`src/rtl/gng_meter_pkg.sv`:
```
// Shared types and width helpers for the complex noise statistics meter.
// Latency: n/a (declarations only).
// Backpressure: n/a (declarations only).
package gng_meter_pkg;

  typedef enum logic [1:0] {
    IDLE  = 2'd0,
    ACCUM = 2'd1,
    DRAIN = 2'd2,
    DONE  = 2'd3
  } state_t;

  // Cycles needed after the last accepted sample for it to reach the accumulators
  localparam int DRAIN_CYCLES = 2;
  localparam int DRAIN_W      = $clog2(DRAIN_CYCLES);

  // I/Q sum width: one extra bit per doubling of the block, so -2^(DW-1)*N still fits
  function automatic int sum_width(input int dw, input int log2_n);
    return dw + log2_n;
  endfunction

  // Power sum width: each I^2+Q^2 term is at most 2^(2*DW-1), times N samples
  function automatic int pwr_width(input int dw, input int log2_n);
    return 2 * dw + log2_n;
  endfunction

endpackage

```
`src/rtl/gng_meter_sq.sv`:
```
// Registered signed squarer, result reinterpreted as unsigned magnitude.
// Latency: 1 cycle.
// Backpressure: none; computes every cycle.
module gng_meter_sq #(
  parameter int DW = 16
) (
  input  logic                 clk,
  input  logic                 rst,
  input  logic signed [DW-1:0] x,
  output logic [2*DW-1:0]      sq
);

  logic signed [2*DW-1:0] x_ext;
  logic signed [2*DW-1:0] prod;

  // Widen before multiplying so the full product is kept; x^2 <= 2^(2*DW-2) never wraps
  assign x_ext = {{DW{x[DW-1]}}, x};
  assign prod  = x_ext * x_ext;

  // Register the square
  always_ff @(posedge clk or posedge rst) begin
    if (rst) sq <= '0;
    else     sq <= prod;
  end

endmodule

```
`src/rtl/gng_cmplx_meter.sv`:
```
// Block statistics (sum I, sum Q, sum I^2+Q^2, optional peak |I|,|Q| with GNG_METER_PEAK_EN) over 2^LOG2_N samples.
// Latency: result valid 3 cycles after the cycle carrying the last sample.
// Backpressure: result held in DONE until res_ready; samples are never stalled, only ignored outside ACCUM.
module gng_cmplx_meter
  import gng_meter_pkg::*;
#(
  parameter int LOG2_N = 10,
  parameter int DW     = 16
) (
  input  logic                                      clk,
  input  logic                                      rst,
  input  logic                                      start,
  input  logic                                      valid_in,
  input  logic signed [DW-1:0]                      real_in,
  input  logic signed [DW-1:0]                      imag_in,
  output logic                                      busy,
  output logic                                      res_valid,
  input  logic                                      res_ready,
  output logic signed [sum_width(DW, LOG2_N)-1:0]   sum_i,
  output logic signed [sum_width(DW, LOG2_N)-1:0]   sum_q,
`ifdef GNG_METER_PEAK_EN
  output logic [DW-1:0]                             peak_i,
  output logic [DW-1:0]                             peak_q,
`endif
  output logic [pwr_width(DW, LOG2_N)-1:0]          sum_pwr
);

  localparam int SW = sum_width(DW, LOG2_N);
  localparam int PW = pwr_width(DW, LOG2_N);

  state_t               state;
  state_t               state_nxt;
  logic [LOG2_N-1:0]    cnt;
  logic [DRAIN_W-1:0]   drain_cnt;
  logic                 accept;
  logic                 clear;

  logic                 s1_vld;
  logic signed [DW-1:0] s1_i;
  logic signed [DW-1:0] s1_q;
  logic                 s2_vld;
  logic signed [DW-1:0] s2_i;
  logic signed [DW-1:0] s2_q;
  logic [2*DW-1:0]      sq_i;
  logic [2*DW-1:0]      sq_q;

  assign accept = valid_in && (state == ACCUM);
  assign clear  = start && (state == IDLE);

  // State register
  always_ff @(posedge clk or posedge rst) begin
    if (rst) state <= IDLE;
    else     state <= state_nxt;
  end

  // Next-state: last sample leaves ACCUM, drain lets the pipeline empty into the sums
  always_comb begin
    state_nxt = state;
    case (state)
      IDLE:    if (start) state_nxt = ACCUM;
      ACCUM:   if (accept && (cnt == '1)) state_nxt = DRAIN;
      DRAIN:   if (drain_cnt == DRAIN_W'(DRAIN_CYCLES - 1)) state_nxt = DONE;
      DONE:    if (res_ready) state_nxt = IDLE;
      default: state_nxt = IDLE;
    endcase
  end

  // Status outputs decoded from state
  always_comb begin
    busy      = (state != IDLE);
    res_valid = (state == DONE);
  end

  // Sample and drain counters; the sample counter wraps to 0 on the last sample
  always_ff @(posedge clk or posedge rst) begin
    if (rst) begin
      cnt       <= '0;
      drain_cnt <= '0;
    end else begin
      if (clear)       cnt <= '0;
      else if (accept) cnt <= cnt + LOG2_N'(1);
      if (state == DRAIN) drain_cnt <= drain_cnt + DRAIN_W'(1);
      else                drain_cnt <= '0;
    end
  end

  // Stage 1: capture accepted samples
  always_ff @(posedge clk or posedge rst) begin
    if (rst) begin
      s1_vld <= 1'b0;
      s1_i   <= '0;
      s1_q   <= '0;
    end else begin
      s1_vld <= accept;
      if (accept) begin
        s1_i <= real_in;
        s1_q <= imag_in;
      end
    end
  end

  gng_meter_sq #(.DW(DW)) u_sq_i (.clk(clk), .rst(rst), .x(s1_i), .sq(sq_i));
  gng_meter_sq #(.DW(DW)) u_sq_q (.clk(clk), .rst(rst), .x(s1_q), .sq(sq_q));

  // Stage 2: carry I/Q alongside the registered squares
  always_ff @(posedge clk or posedge rst) begin
    if (rst) begin
      s2_vld <= 1'b0;
      s2_i   <= '0;
      s2_q   <= '0;
    end else begin
      s2_vld <= s1_vld;
      s2_i   <= s1_i;
      s2_q   <= s1_q;
    end
  end

  // Stage 3: accumulate; cleared when a new block is started
  always_ff @(posedge clk or posedge rst) begin
    if (rst) begin
      sum_i   <= '0;
      sum_q   <= '0;
      sum_pwr <= '0;
    end else if (clear) begin
      sum_i   <= '0;
      sum_q   <= '0;
      sum_pwr <= '0;
    end else if (s2_vld) begin
      sum_i   <= sum_i + SW'(s2_i);
      sum_q   <= sum_q + SW'(s2_q);
      sum_pwr <= sum_pwr + PW'(sq_i) + PW'(sq_q);
    end
  end

`ifdef GNG_METER_PEAK_EN
  // |x| in DW bits: -2^(DW-1) maps to 2^(DW-1), which still fits unsigned
  function automatic logic [DW-1:0] mag(input logic signed [DW-1:0] x);
    logic [DW-1:0] u;
    u = x;
    return x[DW-1] ? (~u + DW'(1)) : u;
  endfunction

  // Track peak magnitudes alongside the sums
  always_ff @(posedge clk or posedge rst) begin
    if (rst) begin
      peak_i <= '0;
      peak_q <= '0;
    end else if (clear) begin
      peak_i <= '0;
      peak_q <= '0;
    end else if (s2_vld) begin
      if (mag(s2_i) > peak_i) peak_i <= mag(s2_i);
      if (mag(s2_q) > peak_q) peak_q <= mag(s2_q);
    end
  end
`endif

endmodule
```
`config.mk`:
```
export PLATFORM = sky130hd
export DESIGN_NAME = gng_cmplx_meter
export DESIGN_NICKNAME = d
export VERILOG_FILES = /design/src/rtl/gng_meter_pkg.sv /design/src/rtl/gng_meter_sq.sv /design/src/rtl/gng_cmplx_meter.sv
export SDC_FILE = /design/constraint.sdc
export NUM_CORES = 2
export LEC_CHECK = 0
export CAP_MARGIN = 20
export CORE_MARGIN = 2
export CORE_UTILIZATION = 30
export DETAILED_ROUTE_END_ITERATION = 8
export GPL_TIMING_DRIVEN = 0
export PLACE_DENSITY = 0.56
export SYNTH_ARGS = -nofsm -noshare
export SYNTH_HDL_FRONTEND = slang
export SYNTH_SLANG_ARGS = --single-unit
export TNS_END_PERCENT = 10
```
`constraint.sdc`:
```
create_clock -name clk -period 7.4 [get_ports clk]
set_clock_uncertainty 0.15 [all_clocks]
set_input_delay 0.74 -clock clk [delete_from_list [all_inputs] [get_ports clk]]
set_output_delay 0.74 -clock clk [all_outputs]
set_load 0.02 [all_outputs]
```
# == Word-level counts from Yosys, hierarchy flattened ==
# Index checks and enable logic that the tools add are counted.
# classes
addsub,6
n_mul,2
n_eq_ne,8
muxes,14
reduce_logical,8
# ops
operator,n
two-way mux 26 bit,4
adder 42 x 32 -> 42 bit,2
two-way mux 42 bit,2
multiplier 16 x 16 -> 32 bit,2
adder 26 x 16 -> 26 bit,2
two-way mux 10 bit,2
adder 10 x 1 -> 10 bit (second input constant),1
equality test 10 bit (second input constant),1
two-way mux 2 bit,4
case mux 2 bit (4 select lines),1
nonzero test 2 bit,3
equality test 2 bit (second input constant),2
!= test 2 x 1 -> 1 bit (second input constant),2
!= test 2 bit (second input constant),2
AND reduction 4 bit,1
logical AND 1 bit,3
equality test 2 x 1 -> 1 bit (second input constant),1
logical NOT 2 bit,1
adder 1 bit (second input constant),1
two-way mux 1 bit,1
# word_totals
regBits,237
input_bits,37
output_inout_bits,96
word_cells,52

# == Depth between registers and ports, before layout ==
# logic_depth
depth_word,5
depth_mapped,25
ltp_nobuf,24

# == By module ==
# From an unflattened synthesis, not the netlist that was laid out.
# hier_totals
hier_cells,3261
hier_area_um2,30910.9
# by_module_without_submodules
mod,n_inst,cells_per_inst,area_per_inst_um2,seq_area_each_um2
gng_cmplx_meter,1,1205,11342.1,4329.2
gng_meter_sq (u_sq_i),1,1030,9815.7,775.7
gng_meter_sq (u_sq_q),1,1026,9753.1,775.7

# == Worst setup path after synthesis ==
# Ideal clock, no wire load.
# synth_path
path_kind,register to register
from,register s1_i[6]
to,register u_sq_i.sq[31]
setup_ns,0.127
arrival_time_ns,6.016
required_ns,7.123
slack_ns,1.107
path_stages_with_launch,23
n_path_buf,2
synth_period_minus_slack_ns,6.293
cell_sequence,dfrtp_1 > clkbuf_1 > clkbuf_1 > nand2_1 > fa_1 > fa_1 > fa_1 > inv_1 > fa_1 > fa_1 > inv_1 > fa_1 > inv_1 > ha_1 > and3_1 > a221o_1 > a211o_1 > o211ai_1 > a21oi_1 > a41oi_1 > a21oi_1 > a41oi_1 > xnor2_1
# synth_via
elab_chain_len,1
# synth_lines
element,line,text
start: declaration,gng_cmplx_meter.sv:39,logic signed [DW-1:0] s1_i;
start signal: assignment,gng_cmplx_meter.sv:96,s1_i <= real_in;
multiplier 16 x 16 -> 32 bit,gng_meter_sq.sv:18,assign prod = x_ext * x_ext;
net u_sq_i.prod[31],gng_meter_sq.sv:14,logic signed [2*DW-1:0] prod;
end signal: assignment,gng_meter_sq.sv:23,else sq <= prod;
end: declaration,gng_meter_sq.sv:10,output logic [2*DW-1:0] sq
# The timed path passes the listed nets, and every way through them passes these cells.
# A chain may end at the register's enable or synchronous reset.

# == Worst setup path after layout ==
# layout_path
from,register s1_i[12]
to,register u_sq_i.sq[31]
# The elaborated chain is that of the path after synthesis.

==> summary.md <==
| Metric | Value |
|---|---|
| Outcome | `finished clean` |
| Die ar. | `104000 sq um` |
| Pre-CTS WS | `-0.334 ns` |
| Relative slew slack | `0.238` |
| Vias in the first global route | `22900` |
| Clock Tree Buf Depth | `3` |
| Fill cell total of the finished layout | `10300` |
| Ys async rst share | `1.00` |
| Aggregate global routing overflow | `0` |
| Worst EP required | `7.73 ns` |
| Setup crit end kind | `flop` |
| Core area | `100000 sq um` |
| Gr usage total | `0.160` |
| Root Buffer | `clkbuf_16` |
| Synth cell types | `74` |
| Number of synthesized flops with an enable pin | `0` |
| # clock sinks | `233` |
| Area Overhead vs Synth | `13.5%` |
| Min Tclk post-route | `7.04 ns` |
| Critical Path AT | `7.37 ns` |
| Drt wl/cell | `17.1 um` |
| CTS clk-pin slew, worst paths | `0.06 ns` |
| I/O pins | `133` |
| Routed vias/inst | `4.66` |
| Initial antenna violation count | `2` |
| MaxCap Viol Count | `0` |
| Gpl congestion | `0.891` |
| Seq cells post-synth | `233` |
| Starting density of the core | `0.303` |
| Slack of the critical path | `0.358 ns` |
| Register area | `5840 sq um` |
| Port-buffer cells | `132` |
| Routed WL | `80000 um` |
| Die Wd | `322 um` |
| Fmax | `142 MHz` |
| Startpoint types | `flop` |
| Worst skew pair latency | `0.58 ns` |
| Synth Warn # | `0` |
| First drt pass iteration count | `5` |
| Synth Area per Inst | `9.70 sq um` |
| FP Rows | `116` |
| Global-route wire length before repair | `129000 um` |
| DRT iter0 DRCs | `1114` |
| DRC | `0` |
| Proportion of layout cells with a drive suffix above 1 | `0.0447` |
| DP HPWL | `66100 um` |
| Synth Flop Type | `dfrtp_1` |
| CTS tree | `done` |
| Worst-Margin Slew | `1.14 ns` |
| Crit share post-route | `0.952` |
| Final hold violations | `0` |
| Multi-input logic area | `21700 sq um` |
| Unrepaired setup endpoints after global routing | `no` |
| Chip height | `322 um` |
| CP max FO | `10` |
| Pin count of the biggest net entering global routing | `102` |
| Max Slew Vio Count | `0` |
| Fin Hold WS | `0.208 ns` |
| H-tree depth | `1` |
| Layout Utilization | `0.344` |
| Net count, final | `4105` |
| Sequential fraction of the synthesis area | `0.192` |
| Crit Path Category | `flop to flop` |
| TritonCTS Buffers | `30` |
| DR vias | `21800` |
| Final setup TNS | `0 ns` |
| Mapped Cells | `3130` |
| Final ANT Viol Nets | `0` |
| Mapped Area | `30400 sq um` |
| Final-report setup violation count | `0` |
| N_diodes | `0` |
| HP Class | `flop to flop` |
## cell usage after synthesis (all sizes together), types with 37 or more instances
library cell | count | area, sq um
clkbuf | 70 | 263
fa | 500 | 10000
nand2 | 233 | 875
inv | 672 | 2520
o21ai | 76 | 392
and2 | 81 | 509
dfrtp | 233 | 5830
nor2 | 194 | 728
ha | 272 | 3400
a21oi | 146 | 738
xor2 | 37 | 324
a21o | 55 | 420
xnor2 | 116 | 1020
mux2i | 52 | 521
## logic make-up after synthesis
group,synth area share
compound gates,0.0989
xor+xnor,0.0441
fa+ha+maj,0.442
buf+inv,0.0938
flops,0.192
mux,0.0231
other cells,0.000123
simple gates,0.106
## area by class of cell
cell class / instances / share of cell area
timing repair buffer: 136 / 0.0408
buffer: 81 / 0.00998
inverter: 675 / 0.0737
clock buffer: 40 / 0.0249
multi-input combinational: 2139 / 0.630
clock inverter: 10 / 0.00236
sequential: 233 / 0.169
tap: 1357 / 0.0492
## through the flow
step	cells	cell area [sq um]
2_1_floorplan	3131	30400
5_1_grt	4671	34500
4_1_cts	4671	34400
3_5_place_dp	4624	33500
6_report	4671	34500
3_3_place_gp	4620	33400
## path summary, 6_finish.rpt
check / start / to / slack (ns) / depth (start not counted)
setup / recovery: s1_i[12] / u_sq_i.sq[31] / 0.36 / 21
hold / removal: s1_vld / s2_vld / 0.21 / 0
setup reg to reg: s1_i[12] / u_sq_i.sq[31] / 0.36 / 21
hold reg to reg: s1_vld / s2_vld / 0.21 / 0
max in group asynchronous: rst / s1_i[15] / 5.39 / 4
min in group asynchronous: rst / sum_q[16] / 0.38 / 2
## sequential cells by signal (all words and copies together) (netlist names), 2 cells and up
register   count
s1_q          16
sum_i         26
u_sq_q.sq     31
cnt           10
sum_pwr       42
s1_i          16
u_sq_i.sq     31
s2_q          15
state          2
sum_q         26
s2_i          15
## placed cells by master, fill, tap and decap left out, drive strengths merged, types with 18 or more instances in the layout
cell           Yosys  layout
a21oi            146     146
clkdlybuf4s50      0     132
a211oi            19      19
nand3             34      34
and2              81      81
nand2b            18      18
and3              22      22
xnor2            116     116
o21bai            28      28
nand2            233     233
dfrtp            233     233
o21a              22      22
nor3              30      30
inv              672     673
o21ai             76      76
nor2             194     194
clkbuf            70     108
ha               272     272
mux2i             52      52
fa               500     500
a21o              55      55
xor2              37      37
## what timing repair did
| action | in CTS | in global routing |
|---|---|---|
| hold buffers | 0 | 0 |
| setup buffers | 0 | 0 |
| resized for setup | 7 | 60 |
| cloned | 0 | 0 |
| setup endpoints to repair | 6 | 11 |
## metal layers
metal / track usage / wire length [um] / vias up
met2: 0.262 / 37300 / 485
met1: 0.217 / 35300 / 11000
met4: 0.0375 / 1950 / 2
met5: 0 / 12 / -
li1: - / - / 10200
met3: 0.0332 / 5440 / 88
## worst max-delay path, stage by stage (launching register included)
cell and delay [ns]:
dfrtp_1 0.49, clkbuf_1 0.54, nand2_1 0.16, fa_1 0.51, fa_1 0.54, fa_1 0.52
inv_1 0.06, fa_1 0.50, fa_1 0.54, inv_1 0.06, fa_1 0.49, inv_1 0.04
ha_1 0.31, and3_1 0.20, a221o_1 0.35, a211o_1 0.27, o211ai_1 0.18, a21oi_2 0.15
a41oi_1 0.31, a21oi_1 0.14, a41oi_1 0.26, xnor2_1 0.17
Power is not shown: default switching activity piles up to over one toggle a cycle in this logic, so the estimate is an artifact.
